[config.mk]
export PLATFORM = sky130hd
export DESIGN_NAME = apb4_periph_mux
export DESIGN_NICKNAME = d
export VERILOG_FILES = /design/src/rtl/apb4_mux_pkg.sv /design/src/rtl/apb4_xfer_watchdog.sv /design/src/rtl/apb4_periph_mux.sv
export SDC_FILE = /design/constraint.sdc
export NUM_CORES = 1
export LEC_CHECK = 0
export CAP_MARGIN = 5
export CORE_AREA = 2 2 114 116
export CTS_BUF_LIST = sky130_fd_sc_hd__clkbuf_8 sky130_fd_sc_hd__clkbuf_16
export CTS_CLUSTER_DIAMETER = 40
export DETAILED_ROUTE_END_ITERATION = 10
export DIE_AREA = 0 0 116 118
export PLACE_DENSITY = 0.71
export SLEW_MARGIN = 20
export SYNTH_ARGS = -nofsm -noshare
export SYNTH_HDL_FRONTEND = slang
export SYNTH_HIERARCHICAL = 1
export SYNTH_SLANG_ARGS = --single-unit
[constraint.sdc]
create_clock -name CLK -period 2.81 [get_ports CLK]
set_clock_uncertainty 0.1 [all_clocks]
set_input_delay 0.4215 -clock CLK [delete_from_list [all_inputs] [get_ports CLK]]
set_output_delay 0.4215 -clock CLK [all_outputs]
set_load 0.01 [all_outputs]
[src/rtl/apb4_mux_pkg.sv]
// Shared types and helpers for the APB4 peripheral interconnect.
package apb4_mux_pkg;

  // Transfer tracking: IDLE waits for a SETUP phase; ACCESS lasts until PREADY.
  typedef enum logic {
    IDLE   = 1'b0,
    ACCESS = 1'b1
  } state_t;

  // Encoding reported on err_type.
  typedef enum logic {
    ERR_UNMAPPED = 1'b0,
    ERR_TIMEOUT  = 1'b1
  } err_type_t;

  // Width of a register holding a slot index; never narrower than one bit.
  function automatic int slot_idx_w(input int num_slaves);
    return (num_slaves > 1) ? $clog2(num_slaves) : 1;
  endfunction

endpackage

[src/rtl/apb4_xfer_watchdog.sv]
// Wait-state watchdog: counts ACCESS cycles without PREADY and raises abort
// on the cycle after the limit is reached, unless the slave answers then.
module apb4_xfer_watchdog #(
  parameter int TIMEOUT_CYCLES = 255
) (
  input  logic CLK,
  input  logic RESET,
  input  logic active,
  input  logic ready,
  output logic abort
);

  localparam int CW = (TIMEOUT_CYCLES > 0) ? $clog2(TIMEOUT_CYCLES + 1) : 1;
  localparam logic [CW-1:0] LIMIT = CW'(TIMEOUT_CYCLES);

  logic [CW-1:0] count;

  // Count stalled ACCESS cycles; cleared whenever no mapped transfer is active, saturates at LIMIT.
  always_ff @(posedge CLK or posedge RESET) begin
    if (RESET) begin
      count <= '0;
    end else if (!active) begin
      count <= '0;
    end else if (!ready && (count != LIMIT)) begin
      count <= count + 1'b1;
    end
  end

  // A zero limit disables the abort entirely; a ready slave always beats the abort.
  assign abort = (TIMEOUT_CYCLES != 0) & active & ~ready & (count == LIMIT);

endmodule

[src/rtl/apb4_periph_mux.sv]
// APB4 1-to-N peripheral interconnect: slot decode, request fan-out,
// response mux, unmapped-slot error, wait-state timeout and error capture.
//
// Handshake: a transfer completes upstream on the ACCESS cycle where
// s_PREADY = 1; s_PSLVERR and s_PRDATA are valid only in that cycle.
// Downstream, slot i sees a transfer while m_PSEL[i] = 1 and completes it
// with m_PREADY[i]; an aborted transfer drops m_PSEL in its final cycle.
module apb4_periph_mux
  import apb4_mux_pkg::*;
#(
  parameter int NUM_SLAVES     = 4,
  parameter int PADDR_SIZE     = 12,
  parameter int PDATA_SIZE     = 32,
  parameter int SLOT_BITS      = 8,
  parameter int TIMEOUT_CYCLES = 255
) (
  input  logic                             CLK,
  input  logic                             RESET,
  input  logic                             s_PSEL,
  input  logic                             s_PENABLE,
  input  logic                             s_PWRITE,
  input  logic [2:0]                       s_PPROT,
  input  logic [PDATA_SIZE/8-1:0]          s_PSTRB,
  input  logic [PADDR_SIZE-1:0]            s_PADDR,
  input  logic [PDATA_SIZE-1:0]            s_PWDATA,
  output logic [PDATA_SIZE-1:0]            s_PRDATA,
  output logic                             s_PREADY,
  output logic                             s_PSLVERR,
  output logic [NUM_SLAVES-1:0]            m_PSEL,
  output logic                             m_PENABLE,
  output logic                             m_PWRITE,
  output logic [2:0]                       m_PPROT,
  output logic [PDATA_SIZE/8-1:0]          m_PSTRB,
  output logic [SLOT_BITS-1:0]             m_PADDR,
  output logic [PDATA_SIZE-1:0]            m_PWDATA,
  input  logic [NUM_SLAVES*PDATA_SIZE-1:0] m_PRDATA,
  input  logic [NUM_SLAVES-1:0]            m_PREADY,
  input  logic [NUM_SLAVES-1:0]            m_PSLVERR,
  input  logic                             err_clr,
  output logic                             err_valid,
  output logic                             err_type,
  output logic [PADDR_SIZE-1:0]            err_addr
);

  localparam int IW = slot_idx_w(NUM_SLAVES);
  localparam int XW = PADDR_SIZE - SLOT_BITS;

  state_t                  state;
  logic [IW-1:0]           sel_q;
  logic                    hit_q;
  logic [XW-1:0]           idx;
  logic [31:0]             idx_ext;
  logic                    hit;
  logic                    abort;
  logic                    sel_ready;
  logic                    sel_err;
  logic [PDATA_SIZE-1:0]   sel_rdata;
  logic                    err_event;
  err_type_t               err_kind;
  err_type_t               err_type_q;

  // Broadcast request signals; only the slot-local address bits go downstream.
  assign m_PENABLE = s_PENABLE;
  assign m_PWRITE  = s_PWRITE;
  assign m_PPROT   = s_PPROT;
  assign m_PSTRB   = s_PSTRB;
  assign m_PWDATA  = s_PWDATA;
  assign m_PADDR   = s_PADDR[SLOT_BITS-1:0];

  assign idx     = s_PADDR[PADDR_SIZE-1:SLOT_BITS];
  assign idx_ext = 32'(idx);
  assign hit     = (idx_ext < 32'(NUM_SLAVES));

  // Live decode of the current address into one-hot selects, masked during an abort.
  always_comb begin
    m_PSEL = '0;
    for (int i = 0; i < NUM_SLAVES; i++) begin
      m_PSEL[i] = s_PSEL & hit & (idx_ext == 32'(i)) & ~abort;
    end
  end

  // Pick the response of the slot latched at SETUP.
  always_comb begin
    sel_ready = 1'b0;
    sel_err   = 1'b0;
    sel_rdata = '0;
    for (int i = 0; i < NUM_SLAVES; i++) begin
      if (sel_q == IW'(i)) begin
        sel_ready = m_PREADY[i];
        sel_err   = m_PSLVERR[i];
        sel_rdata = m_PRDATA[i*PDATA_SIZE +: PDATA_SIZE];
      end
    end
  end

  // Transfer FSM: latch the slot at SETUP, return to IDLE once the upstream completes.
  always_ff @(posedge CLK or posedge RESET) begin
    if (RESET) begin
      state <= IDLE;
      sel_q <= '0;
      hit_q <= 1'b0;
    end else begin
      case (state)
        IDLE: begin
          if (s_PSEL && !s_PENABLE) begin
            state <= ACCESS;
            sel_q <= IW'(idx);
            hit_q <= hit;
          end
        end
        ACCESS: begin
          if (s_PREADY) begin
            state <= IDLE;
          end
        end
        default: state <= IDLE;
      endcase
    end
  end

  apb4_xfer_watchdog #(
    .TIMEOUT_CYCLES(TIMEOUT_CYCLES)
  ) u_watchdog (
    .CLK   (CLK),
    .RESET (RESET),
    .active((state == ACCESS) & hit_q),
    .ready (sel_ready),
    .abort (abort)
  );

  // Upstream response: local error for unmapped or aborted transfers, else the slot's answer.
  always_comb begin
    s_PREADY  = 1'b0;
    s_PSLVERR = 1'b0;
    s_PRDATA  = '0;
    if (state == ACCESS) begin
      if (!hit_q || abort) begin
        s_PREADY  = 1'b1;
        s_PSLVERR = 1'b1;
      end else begin
        s_PREADY  = sel_ready;
        s_PSLVERR = sel_err;
        s_PRDATA  = sel_rdata;
      end
    end
  end

  assign err_event = (state == ACCESS) & (~hit_q | abort);
  assign err_kind  = hit_q ? ERR_TIMEOUT : ERR_UNMAPPED;

  // Sticky first-error capture; a new error in the clearing cycle is still recorded.
  always_ff @(posedge CLK or posedge RESET) begin
    if (RESET) begin
      err_valid  <= 1'b0;
      err_type_q <= ERR_UNMAPPED;
      err_addr   <= '0;
    end else if (err_event && (!err_valid || err_clr)) begin
      err_valid  <= 1'b1;
      err_type_q <= err_kind;
      err_addr   <= s_PADDR;
    end else if (err_clr) begin
      err_valid  <= 1'b0;
      err_type_q <= ERR_UNMAPPED;
      err_addr   <= '0;
    end
  end

  assign err_type = err_type_q;

endmodule

==> results by group <==
Final layout
  – Layout overhead on the synthesized area: 80.23%
  – Fin util: roughly two fifths
  – Fin nets: 616
  – Layout cells sized above 1: a little over a fifth
  – Fillers: ~1,200
  – Cell area after layout: roughly 0.0050 mm^2
  – ANT cells: 0

Timing
  – Peak Freq: ~370 MHz
  – Pins Over Slew Limit: 0
  – Min Tclk post-route: between 2 and 3 ns
  – Period utilization: a little over nine tenths
  – Final setup fails: 0
  – Slew @ Worst Pin: 0.7204 ns
  – Final setup TNS: 0 ns
  – Hold violation count in the final report: 0
  – Slew HR: between 50% and 60%

CTS
  – Num CTS Buffers: 3
  – Clock root buffer: clkbuf_16
  – CTS clk-pin slew, worst paths: 0.06 ns
  – Clock Path Buffers: 2
  – Clk sinks: 26
  – CTS tree: yes
  – Clk Latency, worst-skew pair: between 0.2 and 0.3 ns
  – Htree depth: 1

Worst setup path
  – CP peak stage delay: ~0.57 ns
  – Arrival @ worst endpoint: 2.20 ns
  – Worst setup EP type: primary output
  – CP Max Fanout: 8
  – CP top delay family: multiplexers
  – Worst setup SP type: flop
  – WS Path Type: flop to primary output
  – CP max stage cell: mux4_2
  – Worst EP required: about 2.3 ns
  – Crit path cell chain: mux4_2 -> nor3_4 -> nand3b_1 -> buf_6 -> clkbuf_16 -> nor2b_1 -> clkdlybuf4s15_1
  – Buf/Inv on CP: 3

Global route
  – Remaining Overflow, GRT: 0
  – Global Route Usage Sum: approximately 14%
  – Vias in the first global route: 2,780
  – Initial antenna violation count: 0
  – Largest net degree at the start of global routing: 35
  – Global-route wire length before repair: ~15,000 um

Synth
  – Asr flop ratio synth: 100.0%
  – Register area share after synthesis: between 20% and 30%
  – Syn_nets: about 430
  – Post-synth EDFFs: 0
  – Synthesis Warnings: 6
  – Predominant post-synthesis flop cell: dfrtp_1
  – Syn Std Cell Area: about 0.0028 mm^2
  – Post-synth cell types: 40
  – #FFs+latches synth: 26
  – Synthesized area per cell: approximately 12 um^2
  – Gate Count Post-Synth: between 200 and 250

Die
  – Initial Util: approximately 22%
  – Die footprint: ~0.014 mm^2
  – Site Rows: between 40 and 50
  – Die height: 118 um
  – Core box area: about 0.012 mm^2
  – Die width: 116 um
  – I/O Pins: 294

Route
  – WL/cell: 17.38 um
  – Post-route ant nets: 0
  – Remaining DRCs: 0
  – DRT Pass-1 Iters: 4
  – DR iter-0 viols: between 100 and 150
  – DRT Wirelength: just over 10,000 um
  – Vias per inst: ~4.4
  – DR vias: approximately 2,600

Placed design
  – Area after DPL: about 0.0048 mm^2
  – GP Congestion: 0.8281
  – DPL Wire Length: ~8000 um
  – I/O Buffers: 213

Pwr
  – Max IR drop VDD: around 0.22 mV
  – Tot Pwr: roughly 1600 uW
  – Pwr/cell area: 318.2 mW/mm^2
  – P_leak: 0.002095 uW

Worst hold path
  – Worst min path class: input port to async pin

Run status
  – Outcome: finished clean

Run
  – Maximum capacitance violations: 0
[placed cells by master, fill, tap and decap left out, types with 2 or more instances in the layout]
cell / synthesis / layout
inv_1: 3 / 4
nand2_1: 8 / 7
buf_4: 49 / 20
buf_12: 1 / 3
o21a_1: 2 / 2
nor3b_1: 3 / 2
mux2_2: 11 / 11
a31oi_1: 2 / 2
nand2b_1: 3 / 3
clkdlybuf4s15_1: 0 / 19
nor2b_1: 44 / 44
mux2_1: 5 / 5
mux4_2: 13 / 14
a21oi_1: 4 / 4
buf_6: 3 / 3
nor3_1: 3 / 2
buf_2: 5 / 15
buf_16: 0 / 2
and3_1: 2 / 2
dfrtp_1: 26 / 25
clkbuf_2: 0 / 4
clkdlybuf4s50_1: 0 / 171
clkbuf_16: 0 / 4
nor2b_4: 2 / 2
mux4_1: 21 / 20
dlymetal6s2s_1: 0 / 2
dlygate4sd2_1: 0 / 2
o21ai_0: 2 / 2
nor2_1: 2 / 2
mux2i_1: 2 / 2
[sequential cells by signal, summed over array words and instances (netlist names)]
name              cells
err_valid             1
err_addr             12
state                 1
hit_q                 1
u_watchdog/count      8
sel_q                 2
err_type              1
[where the power goes]
group | internal [uW] | leakage (uW) | total (uW) | switching (uW)
Clock | 190 | 0.0000423 | 312 | 122
Sequential | 408 | 0.000348 | 426 | 17.9
Combinational | 573 | 0.00170 | 860 | 287
[worst paths after layout]
kind | startpoint | to | slack, ns | cells past startpoint
min in group CLK | u_watchdog/count[7] | u_watchdog/count[7] | 0.42 | 1
worst max-delay path | sel_q[0] | s_PRDATA[16] | 0.08 | 7
max in group asynchronous | RESET | sel_q[0] | 1.60 | 2
worst min register to register | u_watchdog/count[7] | u_watchdog/count[7] | 0.42 | 1
worst max register to register | sel_q[0] | err_addr[1] | 0.40 | 8
worst min-delay path | RESET | u_watchdog/count[1] | 0.37 | 2
[cell type report]
| cell class | instances | area, um^2 | area share (%) |
|---|---|---|---|
| Tap cell | 172 | 215.2 | 4.287 |
| Clock buffer | 3 | 75.07 | 1.496 |
| Inverter | 3 | 11.26 | 0.2243 |
| Clock inverter | 1 | 3.754 | 0.07478 |
| Multi-Input combinational cell | 146 | 1699 | 33.85 |
| Timing Repair Buffer | 242 | 2364 | 47.08 |
| Sequential cell | 26 | 651.9 | 12.99 |
[metrics by stage]
step / hold slack [ns] / worst slack [ns] / std cells
global placement: 0.3970 / -0.4579 / 578
detailed placement: 0.3990 / -0.5152 / 578
global route: 0.4172 / -0.001317 / 593
finish: 0.3694 / 0.08469 / 593
CTS: 0.3727 / -0.07636 / 591
floorplan: 0.1372 / 0.2526 / 237
[synthesized netlist by cell type, types with 3 or more instances]
cell type,number,share of area [%]
mux4_1,21,20
mux2_1,5,2.0
nand2_1,8,1.1
clkbuf_1,4,0.54
nor3_1,3,0.54
dfrtp_1,26,23
buf_2,5,0.90
a21oi_1,4,0.72
nand2b_1,3,0.67
buf_4,49,13
mux4_2,13,11
nor3b_1,3,0.81
buf_6,3,1.2
inv_1,3,0.40
mux2_2,11,4.4
nor2b_1,44,9.9
[repair_timing]
action | 4_1_cts | 5_1_grt
setup endpoints to repair | 38 | 37
gates cloned | 2 | 1
hold buffers | 0 | 0
buffers inserted | 7 | 3
pin swaps | 2 | 4
resized for setup | 93 | 37
[layer usage]
| metal | track usage [%] | wire (um) | vias up |
|---|---|---|---|
| met5 | 0 | 0 | - |
| met4 | 3.051 | 138 | 0 |
| met3 | 2.781 | 602 | 10 |
| met2 | 26.61 | 5709 | 105 |
| met1 | 16.37 | 3855 | 1294 |
| li1 | - | - | 1216 |
[kinds of logic (layout without fill, tap and decap cells)]
group,Yosys count,after routing,share of synthesized area [%]
adders and majority gates,1,1,0.4492
muxes,52,52,37.51
DFF,26,26,23.36
AOI/OAI and AO/OA,15,15,3.684
and+or+nand+nor,78,78,18.01
buffers and inverters,65,249,16.98
Power figures use the tool's default switching activity.
